$ cat src/rtl/lcd_pkg.sv
// Shared op encoding, FSM state type and default timing constants for the L1602A LCD arbiter.
package lcd_pkg;

  localparam int unsigned OPW         = 6;
  localparam int unsigned OP_INIT     = 0;
  localparam int unsigned OP_WRITE    = 1;
  localparam int unsigned OP_CLEAR    = 2;
  localparam int unsigned DEF_ACC_MAX = 8;
  localparam int unsigned DEF_TIMEOUT = 400000;
  localparam int unsigned RETRY_MAX   = 2;

  typedef enum logic [2:0] {
    BOOT,
    IDLE,
    ISSUE,
    WAIT_ACC,
    WAIT_DONE
  } state_t;

  // True only for exactly one of the three defined op bits.
  function automatic logic op_legal(input logic [OPW-1:0] op);
    return (op == OPW'(1 << OP_INIT))  ||
           (op == OPW'(1 << OP_WRITE)) ||
           (op == OPW'(1 << OP_CLEAR));
  endfunction

endpackage

$ cat src/rtl/lcd_rr_arb.sv
// Two-way round-robin arbiter; a held lock restricts the grant to the lock owner.
module lcd_rr_arb (
  input  logic [1:0] i_req,
  input  logic       i_lock,
  input  logic       i_lock_owner,
  input  logic       i_rr,
  output logic [1:0] o_win_c,
  output logic       o_valid_c
);

  always_comb begin
    o_win_c = '0;
    if (i_lock) begin
      if (i_req[i_lock_owner]) o_win_c[i_lock_owner] = 1'b1;
    end else if (i_req[i_rr]) begin
      o_win_c[i_rr] = 1'b1;
    end else if (i_req[~i_rr]) begin
      o_win_c[~i_rr] = 1'b1;
    end
  end

  assign o_valid_c = |o_win_c;

endmodule

$ cat src/rtl/lcd_arbiter.sv
// Boot sequencer and two-requester arbiter in front of the L1602A LCD controller.
// Optional WAIT_DONE watchdog enabled by defining LCD_ARB_TIMEOUT_EN.
module lcd_arbiter
  import lcd_pkg::*;
#(
  parameter int unsigned NREQ    = 2,
  parameter int unsigned ACC_MAX = DEF_ACC_MAX
`ifdef LCD_ARB_TIMEOUT_EN
  ,
  parameter int unsigned TIMEOUT = DEF_TIMEOUT
`endif
) (
  input  logic            i_clk,
  input  logic            i_rst_n,
  input  logic [NREQ-1:0] i_req,
  input  logic [NREQ-1:0] i_req_last,
  input  logic [OPW-1:0]  i_req_op0,
  input  logic [OPW-1:0]  i_req_op1,
  input  logic [7:0]      i_req_data0,
  input  logic [7:0]      i_req_data1,
  output logic [NREQ-1:0] o_ack,
  output logic [NREQ-1:0] o_gnt,
  output logic [OPW-1:0]  o_lcd_op,
  output logic [7:0]      o_lcd_data,
  output logic            o_lcd_en,
  input  logic            i_lcd_rdy,
  output logic            o_busy,
  output logic            o_err
);

  localparam int unsigned ACCW = $clog2(ACC_MAX + 1);

  state_t          r_state;
  logic [OPW-1:0]  r_op;
  logic [7:0]      r_data;
  logic            r_en;
  logic [NREQ-1:0] r_ack;
  logic [NREQ-1:0] r_gnt;
  logic            r_busy;
  logic            r_owner;
  logic            r_self;
  logic            r_rr;
  logic            r_lock;
  logic [ACCW-1:0] r_acc_cnt;
  logic [1:0]      r_retry;

`ifdef LCD_ARB_TIMEOUT_EN
  localparam int unsigned TOW = $clog2(TIMEOUT + 1);
  logic [TOW-1:0]  r_to_cnt;
  logic            r_err;
`endif

  logic [1:0]      w_req_eff;
  logic [1:0]      w_win;
  logic            w_valid;
  logic            w_idx;
  logic [OPW-1:0]  w_op;
  logic [7:0]      w_data;
  logic            w_last;
  logic            w_acc_exp;
  logic            w_done;

  // A requester still shows its finished command during its ack cycle; hide it then.
  assign w_req_eff = i_req & ~r_ack;

  lcd_rr_arb u_arb (
    .i_req        (w_req_eff),
    .i_lock       (r_lock),
    .i_lock_owner (r_owner),
    .i_rr         (r_rr),
    .o_win_c      (w_win),
    .o_valid_c    (w_valid)
  );

  assign w_idx     = w_win[1];
  assign w_op      = w_idx ? i_req_op1 : i_req_op0;
  assign w_data    = w_idx ? i_req_data1 : i_req_data0;
  assign w_last    = i_req_last[w_idx];
  assign w_acc_exp = (r_acc_cnt == ACCW'(ACC_MAX - 1));

  // Completion: controller ready again, or the final acceptance retry ran out.
  assign w_done = ((r_state == WAIT_DONE) && i_lcd_rdy) ||
                  ((r_state == WAIT_ACC) && i_lcd_rdy && w_acc_exp &&
                   (r_retry == 2'(RETRY_MAX)));

  always_ff @(posedge i_clk or negedge i_rst_n) begin
    if (!i_rst_n) begin
      r_state   <= BOOT;
      r_op      <= '0;
      r_data    <= '0;
      r_en      <= 1'b0;
      r_ack     <= '0;
      r_gnt     <= '0;
      r_busy    <= 1'b0;
      r_owner   <= 1'b0;
      r_self    <= 1'b0;
      r_rr      <= 1'b0;
      r_lock    <= 1'b0;
      r_acc_cnt <= '0;
      r_retry   <= '0;
`ifdef LCD_ARB_TIMEOUT_EN
      r_to_cnt  <= '0;
      r_err     <= 1'b0;
`endif
    end else begin
      r_ack <= '0;
      r_en  <= 1'b0;
      if (w_done) begin
        r_state <= IDLE;
        r_busy  <= 1'b0;
        r_self  <= 1'b0;
        if (!r_self) begin
          r_ack[r_owner] <= 1'b1;
          r_rr           <= ~r_owner;
          r_lock         <= ~i_req_last[r_owner];
          if (i_req_last[r_owner]) r_gnt <= '0;
        end
      end else begin
        case (r_state)
          BOOT: begin
            r_busy <= 1'b1;
            r_gnt  <= '0;
            if (i_lcd_rdy) begin
              r_op    <= OPW'(1 << OP_INIT);
              r_data  <= '0;
              r_self  <= 1'b1;
              r_retry <= '0;
              r_en    <= 1'b1;
              r_state <= ISSUE;
            end
          end
          IDLE: begin
            if (w_valid) begin
              if (!op_legal(w_op)) begin
                // Illegal ops complete on the spot without touching the controller.
                r_ack   <= w_win;
                r_owner <= w_idx;
                r_rr    <= ~w_idx;
                r_lock  <= ~w_last;
                r_gnt   <= w_last ? '0 : w_win;
              end else if (i_lcd_rdy) begin
                r_op    <= w_op;
                r_data  <= w_data;
                r_gnt   <= w_win;
                r_owner <= w_idx;
                r_self  <= 1'b0;
                r_retry <= '0;
                r_en    <= 1'b1;
                r_busy  <= 1'b1;
                r_state <= ISSUE;
              end
            end
          end
          ISSUE: begin
            r_acc_cnt <= '0;
            r_state   <= WAIT_ACC;
          end
          WAIT_ACC: begin
            if (!i_lcd_rdy) begin
              r_state  <= WAIT_DONE;
`ifdef LCD_ARB_TIMEOUT_EN
              r_to_cnt <= '0;
`endif
            end else if (w_acc_exp) begin
              r_retry <= r_retry + 2'd1;
              r_en    <= 1'b1;
              r_state <= ISSUE;
            end else begin
              r_acc_cnt <= r_acc_cnt + ACCW'(1);
            end
          end
          WAIT_DONE: begin
`ifdef LCD_ARB_TIMEOUT_EN
            if (r_to_cnt == TOW'(TIMEOUT - 1)) begin
              r_err   <= 1'b1;
              if (!r_self) r_ack[r_owner] <= 1'b1;
              r_lock  <= 1'b0;
              r_gnt   <= '0;
              r_self  <= 1'b0;
              r_state <= BOOT;
            end else begin
              r_to_cnt <= r_to_cnt + TOW'(1);
            end
`endif
          end
          default: r_state <= BOOT;
        endcase
      end
    end
  end

  assign o_ack      = r_ack;
  assign o_gnt      = r_gnt;
  assign o_lcd_op   = r_op;
  assign o_lcd_data = r_data;
  assign o_lcd_en   = r_en;
  assign o_busy     = r_busy;
`ifdef LCD_ARB_TIMEOUT_EN
  assign o_err      = r_err;
`else
  assign o_err      = 1'b0;
`endif

endmodule
$ cat config.mk
export PLATFORM = sky130hd
export DESIGN_NAME = lcd_arbiter
export DESIGN_NICKNAME = d
export VERILOG_FILES = /design/src/rtl/lcd_pkg.sv /design/src/rtl/lcd_rr_arb.sv /design/src/rtl/lcd_arbiter.sv
export SDC_FILE = /design/constraint.sdc
export NUM_CORES = 1
export LEC_CHECK = 0
export CORE_MARGIN = 2
export CORE_UTILIZATION = 43
export DETAILED_ROUTE_END_ITERATION = 6
export GPL_ROUTABILITY_DRIVEN = 0
export PLACE_DENSITY = 0.74
export SLEW_MARGIN = 20
export SYNTH_ARGS = -nofsm -noshare
export SYNTH_HDL_FRONTEND = slang
export SYNTH_SLANG_ARGS = --single-unit
$ cat constraint.sdc
create_clock -name i_clk -period 2 [get_ports i_clk]
set_clock_uncertainty 0.05 [all_clocks]
set_input_delay 0.4 -clock i_clk [delete_from_list [all_inputs] [get_ports i_clk]]
set_output_delay 0.4 -clock i_clk [all_outputs]
set_load 0.01 [all_outputs]
# Yosys cells after proc, flatten, opt, wreduce, memory -nomap -nowiden
# Index checks and enable logic that the tools add are counted.
[totals]
ff_bits = 33
in_bits = 35
word_cells = 174
output_inout_bits = 21
[op_classes]
eq_ne = 27
muxes = 90
n_reduce_logical = 27
bitwise_logic = 8
n_addsub = 2
order_cmp = 7
[op_table]
columns = ["op", "count"]
rows = [
  ["2-to-1 mux 2 bit", 21],
  ["2-to-1 mux 8 bit", 5],
  ["2-to-1 mux 1 bit", 39],
  ["2-to-1 mux 6 bit", 5],
  ["inequality test 2 bit (second input constant)", 10],
  ["AND reduction 4 bit", 5],
  ["2-to-1 mux 3 bit", 6],
  ["case mux 8 bit (2 select lines)", 1],
  ["case mux 3 bit (5 select lines)", 1],
  ["case mux 6 bit (2 select lines)", 1],
  ["AND reduction 6 bit", 2],
  ["AND reduction 5 bit", 2],
  ["inequality test 3 bit (second input constant)", 3],
  ["< comparator 1 x 2 -> 1 bit (second input constant)", 4],
  ["2-to-1 mux 4 bit", 2],
  ["inequality test 4 bit (second input constant)", 2],
  ["case mux 4 bit (2 select lines)", 1],
  ["nonzero test 2 bit", 4],
  ["logical AND 1 bit", 7],
  ["equality test 3 x 2 -> 1 bit (second input constant)", 2],
  ["equality test 6 x 1 -> 1 bit (second input constant)", 1],
  ["equality test 6 x 2 -> 1 bit (second input constant)", 1],
  ["equality test 6 x 3 -> 1 bit (second input constant)", 1],
  ["NOT 1 bit", 6],
  ["other kinds (20)", 29],
]

# Depth between registers and ports, before layout
[depth]
depth_word = 16
depth_mapped = 8
mapped_depth_nobuf = 8

# Modules after synthesis
# Synthesis repeated with hierarchy kept, for this count alone.
[unflattened]
hier_cells = 192
area_unflattened_um2 = 1868.0
[modules_own_cells]
columns = ["module", "cells_each", "n_inst", "area_per_inst_um2"]
rows = [
  ["lcd_arbiter", 182, 1, 1819.2],
  ["lcd_rr_arb", 10, 1, 48.8],
]

# Least setup slack after synthesis
# OpenSTA, ideal clock, no wires.
[synth_path]
path_kind = "flip-flop to flip-flop"
start = "register r_ack[1], in the netlist o_ack[1]"
end = "register r_retry[0]"
setup_ns = 0.128
required_ns = 1.822
arrival_ns = 1.892
stages_incl_launch_ff = 7
period_less_slack_ns = 2.069
slack_ns = -0.069
path_cell_list = "dfrtp_1 nand2b_1 nor3_4 mux2_4 nor4_2 o21ai_1 mux2_1"
[synth_via]
elab_chain_cells = 13
[synth_rtl]
columns = ["element", "line", "source"]
rows = [
  ["from (decl)", "lcd_arbiter.sv:37", "logic [NREQ-1:0] r_ack;"],
  ["from (signal assigned)", "lcd_arbiter.sv:136", "r_ack <= w_win;"],
  ["NOT 2 bit (*)", "lcd_arbiter.sv:64", "assign w_req_eff = i_req & ~r_ack;"],
  ["bitwise AND 2 bit (*)", "lcd_arbiter.sv:64", ""],
  ["2-to-1 mux 1 bit (implied by the code) (2 in series)", "lcd_rr_arb.sv:17", "end else if (i_req[~i_rr]) begin"],
  ["2-to-1 mux 2 bit", "lcd_rr_arb.sv:17", ""],
  ["2-to-1 mux 2 bit", "lcd_rr_arb.sv:15", "end else if (i_req[i_rr]) begin"],
  ["2-to-1 mux 2 bit (*)", "lcd_rr_arb.sv:13", "if (i_lock) begin"],
  ["2-to-1 mux 6 bit", "lcd_arbiter.sv:76", "assign w_op = w_idx ? i_req_op1 : i_req_op0;"],
  ["equality test 6 x 1 -> 1 bit / equality test 6 x 2 -> 1 bit (equally long branches)", "lcd_pkg.sv:22, lcd_pkg.sv:23", ""],
  ["logical OR 1 bit", "lcd_pkg.sv:22", "return (op == OPW'(1 << OP_INIT)) ||"],
  ["logical OR 1 bit", "lcd_pkg.sv:23", "(op == OPW'(1 << OP_WRITE)) ||"],
  ["inequality test 2 bit (no line)", "-", ""],
  ["AND reduction 6 bit (no line) (*)", "-", ""],
  ["to (signal assigned)", "lcd_arbiter.sv:165", "r_retry <= r_retry + 2'd1;"],
  ["to (decl)", "lcd_arbiter.sv:45", "logic [1:0] r_retry;"],
]
# Mark *: on every way between the ends. The rest lies on a longest branch, timed or not. The select of a mux whose other input is x is not followed.
# A chain may end at the register's enable or synchronous reset.

# Worst setup path in the final report
[layout_path]
start = "register r_ack[0], in the netlist o_ack[0]"
end = "register r_gnt[1], in the netlist o_gnt[1]"
[layout_via]
elab_chain_cells = 15
[layout_rtl]
columns = ["element", "line", "source"]
rows = [
  ["NOT 2 bit (*)", "lcd_arbiter.sv:64", ""],
  ["bitwise AND 2 bit (*)", "lcd_arbiter.sv:64", ""],
  ["2-to-1 mux 1 bit (implied by the code) (2 in series)", "lcd_rr_arb.sv:17", ""],
  ["2-to-1 mux 2 bit", "lcd_rr_arb.sv:17", ""],
  ["2-to-1 mux 2 bit", "lcd_rr_arb.sv:15", ""],
  ["2-to-1 mux 2 bit (*)", "lcd_rr_arb.sv:13", ""],
  ["2-to-1 mux 6 bit", "lcd_arbiter.sv:76", ""],
  ["equality test 6 x 1 -> 1 bit / equality test 6 x 2 -> 1 bit (equally long branches)", "lcd_pkg.sv:22, lcd_pkg.sv:23", ""],
  ["logical OR 1 bit", "lcd_pkg.sv:22", ""],
  ["logical OR 1 bit", "lcd_pkg.sv:23", ""],
  ["2-to-1 mux 2 bit", "lcd_arbiter.sv:134", "if (!op_legal(w_op)) begin"],
  ["2-to-1 mux 2 bit", "lcd_arbiter.sv:133", "if (w_valid) begin"],
  ["case mux 2 bit (2 select lines)", "lcd_arbiter.sv:119", "case (r_state)"],
  ["2-to-1 mux 2 bit", "lcd_arbiter.sv:108", "if (w_done) begin"],
  ["to (signal assigned)", "lcd_arbiter.sv:140", "r_gnt <= w_last ? '0 : w_win;"],
  ["to (signal assigned)", "lcd_arbiter.sv:144", "r_gnt <= w_win;"],
  ["to (decl)", "lcd_arbiter.sv:38", "logic [NREQ-1:0] r_gnt;"],
]
# Marks and branches as above.

==> results.cfg <==
[synthesis]
synth_nets = 247
yosysTopAreaCell = dfrtp_1
yosys_most_used_dff = dfrtp_1
syn_area_um2 = 1988
syn_avg_cell_area_um2 = 9.467
synthCells = 210
synth_cell_type_count = 55
synth.top_cells.by_area = dfrtp_1, mux2i_1, nand2_1, o221ai_1, a21oi_1
ys_ff_latch = 33
ys.warnings.count = 0
synth-edff-count = 0
ys_seq_area_share_pct = 41.54
postSynth.asyncResetShare_pct = 100.0
yosysTopAreaCellShare_pct = 41.54

[global_routing]
grt_pass1_vias = 1945
grt_pass1_wl_mm = 8.694
track_usage_pct = 21.13
antenna_found_initial = 0
gr-total-overflow = 0
grt_max_degree = 34

[die]
boundaryPins = 56
start_util_pct = 45.04
dieArea_um2 = 5183
rows = 24
dieHeight_um = 72.00
die_w_um = 72.00
coreArea_um2 = 4414

[route]
drc = 0
antenna_left = 0
vias = 1935
routed_wl_mm = 5.518
vias_per_cell = 5.405
first_iter_violations = 92
dr.pass1.iters = 4
routedWlPerCell_um = 15.41

[cells_and_area]
stdcell_count = 358
nets = 342
diodes = 0
final_area_um2 = 3126
areaGrowthSynthToFinish_pct = 57.21
final_layout_size_suffix_gt1_share_pct = 29.08

[critical_path]
startpoint_type = register
startpoint = o_ack[0]
cp.arrival_ns = 2.20
timing.rr.start = o_ack[0]
crit_path_end_kind = register
path_class = reg2reg
endpoint = o_gnt[1]
regToRegEndpoint = o_gnt[1]
crit_fanout = 5
worst-path-stages = 6
r2r_slack_ns = -0.08
crit_family = compound AO/OA/AOI/OAI gates
r2r_cells = 6
crit_buf_inv = 0
path_cells = or3b_1 > a32o_2 > nand2_2 > a32oi_2 > a211oi_2 > mux2_1
critPathSlowestCell = dfrtp_1
cpPeakStageDelay_ns = 0.42
required_ns = 2.12

[placed_design]
dpl.hpwl_mm = 3.821
dpl_cell_area_um2 = 2870
dp_cells = 344
numPortBuffers = 54

[clocking]
cts_root_buf = clkbuf_8
clockBufferDepth = 2
clock_latency_ns = 0.30
cts_buffers = 5
cts.sinks = 33
htree_levels = 2
hold_buffers = 0
path_clk_slew_ns = 0.07
tritoncts = built

[pwr]
p_switching_uw = 1586
clockPowerShare_pct = 12.5
power_per_cell_area_nw_per_um2 = 1277
swShare_pct = 39.74
pwr-share-seq_pct = 28.6
p_int_uw = 2405
p_leak_uw = 0.001386
ir_worst_vdd_mv = 0.6469
p_comb_share_pct = 58.9

[sta]
layout_setup_ws_ns = -0.07622
fin_crit_ns = 2.076
finalHoldViolations = 0
slew_violations = 0
rsz0062_at_grt = yes
finalCritPeriodShare_pct = 103.8
fmax_mhz = 481.6
setup_viol = 2

[min_path]
min_path_type = reg2reg

[status]
violations = setup timing
status = finished with violations

[flow_run]
maxCapViolations = 0
-- sequential cells by signal, indices dropped and copies added (netlist names) --
register,cells
o_ack,2
r_retry,2
o_lcd_op,6
r_rr,1
r_self,1
o_lcd_en,1
r_lock,1
r_owner,1
r_acc_cnt,4
r_state,3
o_gnt,2
o_lcd_data,8
o_busy,1
-- power groups by stage --
| stage | Clock, uW | Combinational (uW) | Sequential, uW |
|---|---|---|---|
| 4_1_cts | 500 | 2170 | 1140 |
| 3_5_place_dp | 0 | 2070 | 1140 |
| 5_1_grt | 540 | 2570 | 1170 |
| 2_1_floorplan | 0 | 1110 | 1190 |
| 3_3_place_gp | 0 | 2040 | 1140 |
| 6_report | 497 | 2350 | 1140 |
-- cells by family after synthesis --
logic type,synth area share (%)
adder cells (fa/ha/maj),1.258
AO/OA/AOI/OAI,21.84
multiplexers,10.76
other,0.1886
XOR/XNOR,0.8812
buffers and inverters,4.594
AND/OR/NAND/NOR,18.94
flip-flops,41.54
-- timing repair --
| item | 4_1_cts | 5_1_grt |
|---|---|---|
| resized for setup | 8 | 22 |
| gates cloned | 0 | 0 |
| endpoints found under the setup margin | 21 | 24 |
| pin swaps | 7 | 5 |
| buffers inserted | 5 | 1 |
-- cell usage in the layout (no fill, tap or decap), types with 2 or more instances in the layout --
| cell type | instances |
|---|---|
| dfrtp_1 | 33 |
| mux2_4 | 3 |
| buf_4 | 44 |
| o221ai_1 | 5 |
| nor3_2 | 2 |
| clkinv_2 | 2 |
| dlymetal6s2s_1 | 3 |
| a21oi_1 | 12 |
| inv_2 | 2 |
| mux2_2 | 2 |
| o21ai_0 | 10 |
| nand2b_1 | 2 |
| a31oi_1 | 3 |
| mux2_1 | 3 |
| and2_1 | 3 |
| clkdlybuf4s50_1 | 48 |
| clkbuf_8 | 5 |
| o211ai_1 | 2 |
| xor2_1 | 2 |
| a211oi_2 | 2 |
| nor2_1 | 12 |
| mux2i_1 | 11 |
| nand2_1 | 30 |
| o21ai_1 | 5 |
| dlygate4sd2_1 | 3 |
| nor3_1 | 2 |
| buf_6 | 2 |
| a21o_1 | 2 |
| inv_1 | 6 |
| o221ai_2 | 5 |
-- layer usage --
layer  track usage [%]  part of all wire (%)
met1             26.22                    41
met2             36.21                    52
met3             5.972                   5.7
met4             5.660                   1.7
met5                 0                     0
-- synthesized netlist by cell type, drive strengths merged (2+ instances only) --
cell type	number
ha	2
buf	8
o32ai	2
o211ai	2
o21ai	16
nor3	5
dfrtp	33
nand3b	2
a21o	3
clkbuf	5
inv	8
nand3	2
nor2b	2
a31oi	3
mux2	8
nor4	2
nor2	13
xor2	2
a211oi	3
a21oi	12
and2	3
o221ai	10
nand2b	3
mux2i	12
or2	2
nand2	31
-- worst reg2reg max path, stage by stage (launching register included) --
cell	delay [ns]
dfrtp_1	0.42
or3b_1	0.36
a32o_2	0.30
nand2_2	0.09
a32oi_2	0.05
a211oi_2	0.32
mux2_1	0.37
-- how the worst min path moves through the flow --
stage,to,slack [ns],startpoint,depth (start not counted)
finish,o_lcd_op[5],0.44,o_lcd_op[5],1
global route,o_lcd_op[3],0.46,o_lcd_op[3],1
CTS,o_lcd_op[5],0.44,o_lcd_op[5],1
detailed placement,o_lcd_op[5],0.42,o_lcd_op[5],1
global placement,o_lcd_op[4],0.43,o_lcd_op[4],1
floorplan,o_ack[0],0.05,i_rst_n,0
-- through the flow --
step / hold slack (ns) / worst slack [ns] / total power (uW) / TNS (ns) / utilization, %
after floorplan: 0.05441 / 0.003512 / 2302 / 0 / -
after global placement: 0.4295 / -0.4271 / 3180 / -8.411 / 65.02
after detailed placement: 0.4206 / -0.4565 / 3216 / -9.193 / 65.02
after CTS: 0.4416 / -0.01927 / 3812 / -0.02859 / 68.23
after global routing: 0.4631 / -0.1793 / 4287 / -0.6012 / 70.80
final: 0.4360 / -0.07622 / 3991 / -0.1129 / 70.80
-- area by class of cell --
cell class | count | area (um^2)
timing repair buffer | 101 | 917.1
multi-input combinational | 156 | 1205
sequential | 33 | 825.8
clock buffer | 6 | 72.57
tap | 52 | 65.06
inverter | 8 | 30.03
clock inverter | 2 | 10.01
fill | 332 | 1289
Note: power is estimated with default switching activity, not from simulation.
